$ cat src/rtl/interrupt_controller.sv
// interrupt_controller: 6502 interrupt entry sequencer. It synchronises the
// NMI/IRQ pins, detects NMI edges, masks IRQ with the I flag and requests BRK
// injection. During the BRK microcode it supplies the vector low byte, the
// pushed B bit and write inhibit for the reset sequence.
// Ports: sys_clock/rst (sync, active-low); clk_ph1 state-advance enable;
//   nmi_n/irq_n async pins; i_flag, cycle, next_cycle from the core;
//   int_flag, vec_lo, b_flag, wr_inhibit, int_active to the core.
module interrupt_controller #(
  parameter logic [2:0] BRK_LAST  = 3'd6,
  parameter logic [2:0] VEC_FETCH = 3'd5
) (
  input  logic       sys_clock,
  input  logic       rst,
  input  logic       clk_ph1,
  input  logic       nmi_n,
  input  logic       irq_n,
  input  logic       i_flag,
  input  logic [2:0] cycle,
  input  logic [2:0] next_cycle,
  output logic       int_flag,
  output logic [7:0] vec_lo,
  output logic       b_flag,
  output logic       wr_inhibit,
  output logic       int_active
);

  typedef enum logic [1:0] {
    IDLE      = 2'd0,
    SERVICE   = 2'd1,
    RESET_SEQ = 2'd2
  } state_t;

  state_t state, state_next;

  logic nmi_meta, nmi_s, irq_meta, irq_s;
  logic nmi_prev, nmi_pending, irq_level, vec_nmi;
  logic nmi_edge, accept, hijack;

  // Pin synchronisers run on every sys_clock edge, independent of clk_ph1.
  always_ff @(posedge sys_clock) begin
    if (!rst) begin
      nmi_meta <= 1'b1;
      nmi_s    <= 1'b1;
      irq_meta <= 1'b1;
      irq_s    <= 1'b1;
    end else begin
      nmi_meta <= nmi_n;
      nmi_s    <= nmi_meta;
      irq_meta <= irq_n;
      irq_s    <= irq_meta;
    end
  end

  assign nmi_edge = nmi_prev & ~nmi_s;

  always_ff @(posedge sys_clock) begin
    if (!rst) begin
      state <= RESET_SEQ;
    end else begin
      state <= state_next;
    end
  end

  always_comb begin
    state_next = state;
    accept     = 1'b0;
    hijack     = 1'b0;
    int_flag   = 1'b0;
    vec_lo     = 8'hFE;
    b_flag     = 1'b0;
    wr_inhibit = 1'b0;
    int_active = 1'b1;
    case (state)
      IDLE: begin
        // Idle outputs double as the software BRK values (B=1, IRQ vector).
        int_flag   = nmi_pending | irq_level;
        b_flag     = 1'b1;
        int_active = 1'b0;
        if (clk_ph1 && next_cycle == 3'd1 && int_flag) begin
          accept     = 1'b1;
          state_next = SERVICE;
        end
      end
      SERVICE: begin
        vec_lo = vec_nmi ? 8'hFA : 8'hFE;
        // An NMI arriving before the vector fetch steals an IRQ sequence.
        if (clk_ph1 && cycle < VEC_FETCH && !vec_nmi && nmi_pending) begin
          hijack = 1'b1;
        end
        if (clk_ph1 && cycle == BRK_LAST) begin
          state_next = IDLE;
        end
      end
      RESET_SEQ: begin
        vec_lo     = 8'hFC;
        wr_inhibit = 1'b1;
        if (clk_ph1 && cycle == BRK_LAST) begin
          state_next = IDLE;
        end
      end
      default: begin
        state_next = RESET_SEQ;
      end
    endcase
  end

  always_ff @(posedge sys_clock) begin
    if (!rst) begin
      nmi_prev    <= 1'b1;
      nmi_pending <= 1'b0;
      irq_level   <= 1'b0;
      vec_nmi     <= 1'b0;
    end else if (clk_ph1) begin
      nmi_prev  <= nmi_s;
      // IRQ is level sensitive and re-polled every phase, never latched.
      irq_level <= ~irq_s & ~i_flag;
      // A fresh edge wins over a same-cycle clear so a second NMI is kept.
      if (nmi_edge) begin
        nmi_pending <= 1'b1;
      end else if ((accept && nmi_pending) || hijack) begin
        nmi_pending <= 1'b0;
      end
      if (accept) begin
        vec_nmi <= nmi_pending;
      end else if (hijack) begin
        vec_nmi <= 1'b1;
      end
    end
  end

endmodule
$ cat config.mk
export PLATFORM = sky130hd
export DESIGN_NAME = interrupt_controller
export DESIGN_NICKNAME = d
export VERILOG_FILES = /design/src/rtl/interrupt_controller.sv
export SDC_FILE = /design/constraint.sdc
export NUM_CORES = 1
export LEC_CHECK = 0
export CAP_MARGIN = 20
export CORE_MARGIN = 2
export CORE_UTILIZATION = 40
export CTS_CLUSTER_SIZE = 30
export DETAILED_ROUTE_END_ITERATION = 12
export GPL_ROUTABILITY_DRIVEN = 0
export PLACE_DENSITY = 0.78
export SLEW_MARGIN = 20
export SYNTH_ARGS = -nofsm -noshare
export SYNTH_HDL_FRONTEND = slang
export SYNTH_SLANG_ARGS = --single-unit
$ cat constraint.sdc
create_clock -name sys_clock -period 1.8 [get_ports sys_clock]
set_clock_uncertainty 0.05 [all_clocks]
set_input_delay 0.18 -clock sys_clock [delete_from_list [all_inputs] [get_ports sys_clock]]
set_output_delay 0.18 -clock sys_clock [all_outputs]
set_load 0.05 [all_outputs]
==> impl_metrics.ini <==
[run_status]
outcome = complete, no violations

[cts]
cts.path.max_buffers = 2
clk_pin_slew_ns = 0.07
h-tree-depth = 1
clk_latency_ns = 0.27
postCtsHoldBufs = 0
cts_buffers = 3
cts_tree = built
clock-root-buffer = clkbuf_4
cts.sinks = 10

[power]
clkPwrFrac_pct = 18.0
p_int_uw = 653
p_sw_uw = 467
leakage_uw = 0.000348
seq_power_share_pct = 23.4
sw_frac_of_total_pct = 41.7
power_density_mw_per_mm2 = 1350
ir_worst_vdd_v = 0.000633
total_power_uw = 1120
power_frac_comb_pct = 58.6

[worst_setup_path]
crit_path_start = state[0]
r2r_cells = 5
critPathLaunchType = register
reg2reg_from = state[1]
cp.arrival_ns = 1.41
cp-endpoint = int_flag
rrSetupSlack_ns = 0.48
critPathRequiredTime_ns = 1.57
crit_fanout = 4
cp-end-kind = output pin
r2r-end = vec_nmi
crit_type = reg2out

[die]
ios = 24
die_height_um = 42.1
die_x_um = 42.1
die_area_mm2 = 0.00177
start_util_pct = 43.5
coreArea_mm2 = 0.00133
rows = 13

[yosys]
synthTopCellsByCount = 10 x dfxtp_1, 7 x buf_4, 6 x ha_1
synth_area_leader_cell = dfxtp_1
syn_area_per_cell_um2 = 9.52
yosysUniqueCellTypes = 20
ys_seq_elements = 10
syn-instance-count = 61
ys_top_cells_by_area = dfxtp_1 34%, ha_1 13%, buf_4 9.1%
synth_top_cell_area_share_pct = 34.5
synth-edff-count = 0
synth_area_um2 = 581
yosys.cell_count.top_type = dfxtp_1
synth_flop_cell = dfxtp_1
yosysWarnings = 0
async_flop_share_pct = 0
ys_seq_area_share_pct = 34.5

[sta]
tns_ns = 0
setup_viol = 0
holdWs_ns = 0.353
finalCriticalPeriod_ns = 1.64
fmax_mhz = 611
final-hold-violation-count = 0
maxSlewViolCount = 0
grt_setup_unrepaired = false
min_period_over_period_pct = 90.9

[global_routing]
grt_max_degree = 14
overflow = 0
antenna_found_initial = 0
grt_pass1_vias = 399
grt_pass1_wl_um = 1640
grt.total_usage_pct = 12.4

[detailed_routing]
dr_total_vias = 423
drtIter0Drc = 6
wl_per_cell_um = 9.93
routed_wl_um = 933
vias_per_cell = 4.50
dr.pass1.iters = 3
route.detailed.drc = 0
final_antenna_net_count = 0

[run]
maxCapViolations = 0

[layout]
drive_gt1_share_pct = 21.5
instances_no_fill = 94
fin_area_um2 = 832
num-nets-final = 98
n_antenna_cell = 0
syn_to_final_growth_pct = 43.3

[min_path]
min_path_type = reg2reg
hold-path-cell-count = 1

[place]
placed_cells = 90
hpwl_um = 752
post_dp_cell_area_um2 = 793
portBuffers = 17
[state kept, by name, indices dropped and copies added, names as in the netlist]
| register | flops |
|---|---|
| state | 2 |
| irq_level | 1 |
| irq_meta | 1 |
| irq_s | 1 |
| nmi_meta | 1 |
| nmi_pending | 1 |
| nmi_prev | 1 |
| nmi_s | 1 |
| vec_nmi | 1 |
[cell families (layout without fill, tap and decap cells)]
| family | count (synthesis) | count (layout) | share of synthesized area [%] |
|---|---|---|---|
| AND/OR/NAND/NOR | 21 | 21 | 21.6 |
| buffers and inverters | 12 | 26 | 12.3 |
| multiplexers | 4 | 4 | 6.90 |
| adder cells (fa/ha/maj) | 6 | 6 | 12.9 |
| AO/OA/AOI/OAI | 6 | 6 | 10.6 |
| other | 2 | 6 | 1.29 |
| flip-flops | 10 | 10 | 34.5 |
[through the flow]
step | setup WS, ns | util [%]
final | 0.164 | 62.4
after global placement | 0.276 | 59.5
after CTS | 0.0729 | 62.2
after global routing | 0.0617 | 62.4
after detailed placement | 0.212 | 59.5
after floorplan | 0.0416 | -
[per-layer routing]
layer	share of wire, %	track usage (%)	vias up
li1	-	-	225
met1	41	13.7	177
met2	47	20.3	18
met3	11	6.90	3
met4	1.4	3.75	0
met5	0	0	-
[critical path: stages (launching register included)]
cell and delay, ns:
dfxtp_2 0.34, inv_1 0.13, ha_2 0.27, inv_1 0.12
nor2_4 0.14, buf_12 0.14
[layout make-up]
class | instances | area [µm²]
timing repair buffer | 18 | 225
fill | 114 | 502
multi-input combinational | 43 | 334
tap | 15 | 18.8
inverter | 4 | 15.0
clock buffer | 4 | 36.3
sequential | 10 | 203
[how the worst min path moves through the flow]
| stage | start | endpoint | slack [ns] |
|---|---|---|---|
| 5_1_grt | irq_meta | irq_s | 0.38 |
| 3_5_place_dp | irq_meta | irq_s | 0.35 |
| 3_3_place_gp | nmi_meta | nmi_s | 0.34 |
| 2_1_floorplan | rst | irq_s | 0.20 |
| 4_1_cts | irq_meta | irq_s | 0.36 |
| 6_report | irq_meta | irq_s | 0.35 |
[power by group through the flow]
| stage | Combinational [µW] | Sequential, µW | Clock [µW] |
|---|---|---|---|
| 2_1_floorplan | 412 | 260 | 0 |
| 3_3_place_gp | 655 | 265 | 0 |
| 3_5_place_dp | 662 | 266 | 0 |
| 4_1_cts | 662 | 261 | 208 |
| 5_1_grt | 694 | 269 | 220 |
| 6_report | 656 | 263 | 201 |
[placed cells by master (no fill, tap or decap)]
cell type / instances
clkdlybuf4s50_1: 11
dfxtp_1: 8
conb_1: 6
nand2b_1: 5
nand2_1: 5
ha_1: 5
buf_12: 5
inv_1: 4
mux2i_1: 4
nor2b_1: 3
clkbuf_4: 3
nand3b_1: 2
nor2_1: 2
nand4b_1: 2
buf_4: 2
dfxtp_2: 2
nor2_4: 1
o21a_1: 1
and4bb_1: 1
o31ai_1: 1
o21ai_0: 1
o221a_1: 1
o21ai_2: 1
a22oi_4: 1
ha_2: 1
clkbuf_8: 1
[timing repair]
action / CTS / global route
endpoints found under the hold margin: 0 / 0
setup buffers: 0 / 0
endpoints found under the setup margin: 0 / 1
resized for setup: 0 / 2
(Power assumes the default switching activity.)
